$ cat src/rtl/capsense_csd_measure_ch_multi_if.sv
// Bus between the CSD measurement channel and its controller: measurement
// requests and sense inputs one way, counts and status the other.
interface capsense_csd_measure_ch_multi_if #(
    parameter int unsigned WIDTH     = 16,
    parameter int unsigned ACC_WIDTH = 20
);
    logic                 enable;
    logic                 start;
    logic                 pulse;
    logic                 cmp_in;
    logic [WIDTH-1:0]     window_period;
    logic                 ioff;
    logic [ACC_WIDTH-1:0] result;
    logic                 overflow;
    logic                 busy;
    logic                 interrupt;

    modport master (
        output enable, start, pulse, cmp_in, window_period,
        input  ioff, result, overflow, busy, interrupt
    );

    modport slave (
        input  enable, start, pulse, cmp_in, window_period,
        output ioff, result, overflow, busy, interrupt
    );
endinterface

$ cat src/rtl/capsense_csd_measure_ch_multi.sv
// CSD measurement channel: counts "IDAC off" sense pulses over NUM_SCANS back-to-back
// windows and accumulates them into a saturating result, then raises interrupt.
module capsense_csd_measure_ch_multi #(
    parameter int unsigned WIDTH     = 16,
    parameter int unsigned NUM_SCANS = 4,
    parameter int unsigned ACC_WIDTH = 20,
    parameter int unsigned IDAC_OPT  = 1
) (
    input logic clock,
    input logic reset_n,
    capsense_csd_measure_ch_multi_if.slave bus
);
    localparam int unsigned ScanW = (NUM_SCANS > 1) ? $clog2(NUM_SCANS) : 1;
    localparam logic [ScanW-1:0]     LastScan = ScanW'(NUM_SCANS - 1);
    localparam logic [WIDTH-1:0]     WinOne   = WIDTH'(1);
    localparam logic [WIDTH-1:0]     RawMax   = {WIDTH{1'b1}};
    localparam logic [ACC_WIDTH-1:0] AccMax   = {ACC_WIDTH{1'b1}};

    localparam logic [2:0] StIdle    = 3'd0;
    localparam logic [2:0] StLoad    = 3'd1;
    localparam logic [2:0] StS1      = 3'd2;
    localparam logic [2:0] StCount   = 3'd3;
    localparam logic [2:0] StScanEnd = 3'd4;
    localparam logic [2:0] StDone    = 3'd5;

    logic [2:0]           state_q, state_d;
    logic [WIDTH-1:0]     window_q, window_d;
    logic [WIDTH-1:0]     raw_q, raw_d;
    logic [ACC_WIDTH-1:0] acc_q, acc_d;
    logic [ScanW-1:0]     scan_q, scan_d;
    logic [ACC_WIDTH-1:0] result_q, result_d;
    logic                 overflow_q, overflow_d;
    logic                 sync1_q, sync2_q, cmp_smp_q, ioff_q;

    logic                 cmp_pol;
    logic                 cnt_active;
    logic [ACC_WIDTH:0]   acc_sum;
    logic [ACC_WIDTH-1:0] acc_next;

    assign cmp_pol    = (IDAC_OPT == 2) ? ~bus.cmp_in : bus.cmp_in;
    assign cnt_active = ~cmp_smp_q;

    // One spare bit catches the carry that signals accumulator saturation.
    assign acc_sum  = {1'b0, acc_q} + {{(ACC_WIDTH + 1 - WIDTH){1'b0}}, raw_q};
    assign acc_next = acc_sum[ACC_WIDTH] ? AccMax : acc_sum[ACC_WIDTH-1:0];

    always_comb begin
        state_d    = state_q;
        window_d   = window_q;
        raw_d      = raw_q;
        acc_d      = acc_q;
        scan_d     = scan_q;
        result_d   = result_q;
        overflow_d = overflow_q;
        if (bus.enable) begin
            case (state_q)
                StIdle: begin
                    if (bus.start) begin
                        state_d    = StLoad;
                        acc_d      = '0;
                        scan_d     = '0;
                        overflow_d = 1'b0;
                    end
                end
                StLoad: begin
                    if (!bus.start) begin
                        state_d = StIdle;
                    end else begin
                        window_d = (bus.window_period == '0) ? WinOne : bus.window_period;
                        raw_d    = '0;
                        state_d  = StS1;
                    end
                end
                StS1: begin
                    if (!bus.start) begin
                        state_d = StIdle;
                    end else if (bus.pulse) begin
                        state_d = StCount;
                    end
                end
                StCount: begin
                    if (!bus.start) begin
                        state_d = StIdle;
                    end else begin
                        window_d = window_q - WinOne;
                        if (cnt_active) begin
                            if (raw_q == RawMax) begin
                                overflow_d = 1'b1;
                            end else begin
                                raw_d = raw_q + WinOne;
                            end
                        end
                        state_d = (window_q == WinOne) ? StScanEnd : StS1;
                    end
                end
                StScanEnd: begin
                    if (!bus.start) begin
                        state_d = StIdle;
                    end else begin
                        acc_d = acc_next;
                        if (acc_sum[ACC_WIDTH]) begin
                            overflow_d = 1'b1;
                        end
                        if (scan_q == LastScan) begin
                            result_d = acc_next;
                            state_d  = StDone;
                        end else begin
                            scan_d  = scan_q + 1'b1;
                            state_d = StLoad;
                        end
                    end
                end
                StDone: begin
                    if (!bus.start) begin
                        state_d = StIdle;
                    end
                end
                default: state_d = StIdle;
            endcase
        end
    end

    always_ff @(posedge clock or negedge reset_n) begin
        if (!reset_n) begin
            state_q    <= StIdle;
            window_q   <= '0;
            raw_q      <= '0;
            acc_q      <= '0;
            scan_q     <= '0;
            result_q   <= '0;
            overflow_q <= 1'b0;
            sync1_q    <= 1'b0;
            sync2_q    <= 1'b0;
            cmp_smp_q  <= 1'b0;
            ioff_q     <= 1'b0;
        end else begin
            state_q    <= state_d;
            window_q   <= window_d;
            raw_q      <= raw_d;
            acc_q      <= acc_d;
            scan_q     <= scan_d;
            result_q   <= result_d;
            overflow_q <= overflow_d;
            if (bus.enable) begin
                sync1_q <= cmp_pol;
                sync2_q <= sync1_q;
                // ioff is registered alongside the sample so it reads 0 out of reset.
                if (bus.pulse) begin
                    cmp_smp_q <= sync2_q;
                    ioff_q    <= (IDAC_OPT == 0) ? sync2_q : ~sync2_q;
                end
            end
        end
    end

    assign bus.ioff      = ioff_q;
    assign bus.result    = result_q;
    assign bus.overflow  = overflow_q;
    assign bus.busy      = (state_q == StLoad) || (state_q == StS1) ||
                           (state_q == StCount) || (state_q == StScanEnd);
    assign bus.interrupt = (state_q == StDone);
endmodule
$ cat src/flat_wrapper.sv
// flat-port wrapper written by rule: the top's interface ports become plain ports
module capsense_csd_measure_ch_multi_flat 
#(
    parameter int unsigned WIDTH     = 16,
    parameter int unsigned NUM_SCANS = 4,
    parameter int unsigned ACC_WIDTH = 20,
    parameter int unsigned IDAC_OPT  = 1
)
  (clock, reset_n, bus_enable, bus_start, bus_pulse, bus_cmp_in, bus_window_period, bus_ioff, bus_result, bus_overflow, bus_busy, bus_interrupt);
  capsense_csd_measure_ch_multi_if #(.WIDTH(WIDTH), .ACC_WIDTH(ACC_WIDTH)) bus_i ();
  input logic clock;
  input logic reset_n;
  input wire logic [$bits(bus_i.enable)-1:0] bus_enable;
  input wire logic [$bits(bus_i.start)-1:0] bus_start;
  input wire logic [$bits(bus_i.pulse)-1:0] bus_pulse;
  input wire logic [$bits(bus_i.cmp_in)-1:0] bus_cmp_in;
  input wire logic [$bits(bus_i.window_period)-1:0] bus_window_period;
  output wire logic [$bits(bus_i.ioff)-1:0] bus_ioff;
  output wire logic [$bits(bus_i.result)-1:0] bus_result;
  output wire logic [$bits(bus_i.overflow)-1:0] bus_overflow;
  output wire logic [$bits(bus_i.busy)-1:0] bus_busy;
  output wire logic [$bits(bus_i.interrupt)-1:0] bus_interrupt;
  assign bus_i.enable = bus_enable;
  assign bus_i.start = bus_start;
  assign bus_i.pulse = bus_pulse;
  assign bus_i.cmp_in = bus_cmp_in;
  assign bus_i.window_period = bus_window_period;
  assign bus_ioff = bus_i.ioff;
  assign bus_result = bus_i.result;
  assign bus_overflow = bus_i.overflow;
  assign bus_busy = bus_i.busy;
  assign bus_interrupt = bus_i.interrupt;
  capsense_csd_measure_ch_multi #(.WIDTH(WIDTH), .NUM_SCANS(NUM_SCANS), .ACC_WIDTH(ACC_WIDTH), .IDAC_OPT(IDAC_OPT)) u_core (.clock(clock), .reset_n(reset_n), .bus(bus_i));
endmodule
$ cat config.mk
export PLATFORM = sky130hd
export DESIGN_NAME = capsense_csd_measure_ch_multi_flat
export DESIGN_NICKNAME = d
export VERILOG_FILES = /design/src/rtl/capsense_csd_measure_ch_multi_if.sv /design/src/rtl/capsense_csd_measure_ch_multi.sv /design/src/flat_wrapper.sv
export SDC_FILE = /design/constraint.sdc
export NUM_CORES = 1
export LEC_CHECK = 0
export ABC_AREA = 0
export BUFFER_PORTS_ARGS = -buffer_cell sky130_fd_sc_hd__buf_2
export CELL_PAD_IN_SITES_DETAIL_PLACEMENT = 0
export CELL_PAD_IN_SITES_GLOBAL_PLACEMENT = 1
export CORE_MARGIN = 10
export CORE_UTILIZATION = 41
export DETAILED_ROUTE_END_ITERATION = 10
export HOLD_SLACK_MARGIN = 0.03
export PLACE_DENSITY = 0.85
export SYNTH_ARGS = -nofsm -noshare
export SYNTH_HDL_FRONTEND = slang
export SYNTH_SLANG_ARGS = --single-unit
$ cat constraint.sdc
create_clock -name clock -period 2.6 [get_ports clock]
set_clock_uncertainty 0.05 [all_clocks]
set_input_delay 0.39 -clock clock [delete_from_list [all_inputs] [get_ports clock]]
set_output_delay 0.39 -clock clock [all_outputs]
set_load 0.03 [all_outputs]
==> impl_results.md <==
* Status: finished, violations left
* Failing checks: negative setup slack
* Critical path launch point type: register
* P_sw at 0.00153 W
* Combinational Power Share at 30.7%
* Synth Flop Type: dfrtp_1
* Post-DR wirelength/cell at 17.0 um
* Setup ws final at -0.112 ns
* CP startpoint: u_core.acc_q[0]
* Asr flop ratio synth at 100%
* R2R Path Start: u_core.acc_q[0]
* Routing usage on met1 at 21.1%
* Placed Cells at 796
* F_max at 369 MHz
* CTS clk-pin slew, worst paths at 0.07 ns
* Final ANT Viol Nets at 0
* Mapped Cells at 578
* Post-Route WL at 14000 um
* Drt pass-1 iters at 5
* Int Pwr at 0.00279 W
* Distinct cells, synth at 63
* Clock power frac at 30.3%
* Seq pwr share at 39.0%
* Crit Path Category: register to register
* Die Span X at 130 um
* RSZ-0062 raised after global routing: true
* Number of vias per cell at 5.76
* Clock tree buffer depth at 2
* Synth top area cells: dfrtp_1, o21ai_0, a21oi_1
* Slew HR at 59.8%
* Syn Nets at 621
* Drc violations at 0
* Most common cell in the netlist: dfrtp_1
* CTS tree: done
* Largest net degree at the start of global routing at 59
* FF-to-FF setup slack at -0.11 ns
* CP arrival at 2.90 ns
* CP Max Fanout at 2
* Grt met2 use at 27.3%
* Leading area contributor after synthesis: dfrtp_1
* H-tree depth at 3
* PortBufs at 45
* Worst setup EP type: register
* Hold Fails Final Rpt at 0
* Vias in the first global route at 4667
* Area delta synth->final at 27.7%
* NumNets Final at 714
* Vias at 4737
* Gr busiest metal: met2
* CP endpoint: u_core.acc_q[14]
* GR Util All Layers at 16.7%
* Fill cells at 1081
* Worst-skew pair later-pin latency at 0.35 ns
* Mapped cell area at 4940 um^2
* Sw frac at 35.5%
* FP Rows at 40
* R2R Path End: u_core.acc_q[14]
* Final Max Slew Viols at 0
* Iter 0 DRT Violations at 294
* GRT overflow at 0
* Max IR drop VDD at 0.496 mV
* HP Class: primary input to register
* Power Density at 685 nW/um^2
* Met3 usage at 2.92%
* Diodes inserted at 0
* Total die area at 16800 um^2
* First-pass GRT wire length at 22800 um
* Setup Viol. Count Final at 4
* Reg2Reg Depth at 9
* Final min period at 2.71 ns
* Post-synthesis sequential area ratio at 41.5%
* Pre-CTS setup slack at -0.599 ns
* Core box area at 11900 um^2
* Post-synth top cells: dfrtp_1, nand2_1, o21ai_0
* Slew @ Worst Pin at 0.598 ns
* Flops & latches, synth at 82
* CTS Buf Count at 9
* Total of max-cap violations at 0
* Final Non-Filler Cells at 823
* Worst Path Required at 2.78 ns
* Period utilization at 104%
* Yosys warnings at 0
* Ratio of cells with drive above 1 in the final layout at 25.7%
* Leakage at 2.82 nW
* Post-Syn Area per Cell at 8.55 um^2
* WHS at 0.222 ns
* Initial antenna violation count at 0
* Die Span Y at 130 um
* GP Congestion at 0.895
* Initial Util at 41.5%
* Total Power at 0.00432 W
* EDFF count, synth at 0
* CTS root buf: clkbuf_16
* DP Wirelength at 9750 um
* CTS Sinks at 82
* I/O Pins at 46
* Area share of the largest cell type after synthesis at 41.5%
==> flip-flops by register name, indices dropped and copies added (netlist names) <==
| signal | flops |
|---|---|
| u_core.acc_q | 20 |
| u_core.bus.ioff | 1 |
| u_core.bus.overflow | 1 |
| u_core.bus.result | 20 |
| u_core.cmp_smp_q | 1 |
| u_core.raw_q | 16 |
| u_core.scan_q | 2 |
| u_core.state_q | 3 |
| u_core.sync1_q | 1 |
| u_core.sync2_q | 1 |
| u_core.window_q | 16 |
==> logic make-up (layout without fill, tap and decap cells) <==
group                      after synthesis  in the layout  synth area share [%]
and+or+nand+nor                        199            199                  18.6
adders and majority gates               22             22                  5.67
DFF                                     82             82                  41.5
AOI/OAI and AO/OA                      202            203                  25.5
xor gates and xnor gates                20             20                  3.54
buffers and inverters                   47            144                  3.82
muxes                                    6              6                  1.32
==> power groups by stage <==
stage	Sequential (W)	Clock (W)	Combinational, W
6_report	0.00168	0.00131	0.00133
3_5_place_dp	0.00170	0	0.00126
2_1_floorplan	0.00166	0	0.000834
3_3_place_gp	0.00169	0	0.00122
5_1_grt	0.00172	0.00138	0.00148
4_1_cts	0.00168	0.00134	0.00129
==> repair_timing <==
item	in CTS	in global routing
buffers inserted	7	3
hold buffers	1	0
endpoints found under the setup margin	39	40
gates resized for setup	16	31
cloned	1	0
pin swaps	5	11
endpoints found under the hold margin	24	0
==> routing by layer <==
layer / part of all wire, % / routed length [um]
met1: 45 / 6280
met2: 49 / 6840
met3: 4.0 / 562
met4: 2.1 / 291
met5: 0 / 0
==> worst max-delay path, cell delays in order, from the launching register on <==
cell and delay [ns]:
dfrtp_1 0.39, ha_2 0.21, fa_2 0.36, a211o_1 0.29, a211oi_2 0.25, buf_4 0.16, nor2_2 0.03, o41a_1 0.41
xor2_2 0.18, o221a_2 0.25
==> worst min-delay path by stage <==
stage               cells past startpoint              endpoint  slack, ns       start
detailed placement                      1  u_core.bus.result[2]       0.28     reset_n
finish                                  2        u_core.sync1_q       0.22  bus_cmp_in
CTS                                     2        u_core.sync1_q       0.22  bus_cmp_in
floorplan                               0       u_core.acc_q[0]       0.04     reset_n
global placement                        1  u_core.bus.result[2]       0.27     reset_n
global route                            2        u_core.sync1_q       0.23  bus_cmp_in
==> placed cells by master, fill, tap and decap left out, types with 5 or more instances in the layout <==
cell type | Yosys | final
a31oi_1 | 8 | 8
xnor2_1 | 13 | 12
nand3_1 | 16 | 16
ha_1 | 20 | 19
nand4_1 | 8 | 8
nand2_1 | 66 | 66
a21oi_1 | 61 | 60
nor3_1 | 18 | 17
o21ai_0 | 65 | 60
dfrtp_1 | 82 | 82
o21ai_1 | 1 | 5
o21a_1 | 10 | 9
xor2_1 | 7 | 5
inv_1 | 11 | 11
clkbuf_16 | 0 | 9
nor2_1 | 59 | 49
a21o_1 | 5 | 5
nor4_1 | 7 | 6
buf_4 | 1 | 66
a22oi_1 | 6 | 6
and3_1 | 5 | 5
buf_2 | 1 | 44
nor2_2 | 0 | 9
buf_6 | 1 | 5
==> area by class of cell <==
class	count	area, um^2	share of cell area [%]
Clock buffer	10	239	3.79
Clock inverter	6	66.3	1.05
Inverter	11	41.3	0.654
Multi-Input combinational cell	450	2930	46.4
Sequential cell	82	2050	32.5
Tap cell	147	184	2.91
Timing Repair Buffer	117	802	12.7
==> stage by stage <==
| step | utilization [%] | TNS [ns] | cell area, um^2 |
|---|---|---|---|
| after global routing | 53.0 | -0.883 | 6310 |
| final | 53.0 | -0.157 | 6310 |
| after detailed placement | 47.8 | -18.24 | 5690 |
| after CTS | 51.7 | -0.202 | 6160 |
| after global placement | 47.8 | -15.24 | 5690 |
| after floorplan | - | 0 | 4950 |
(Power assumes the default switching activity.)
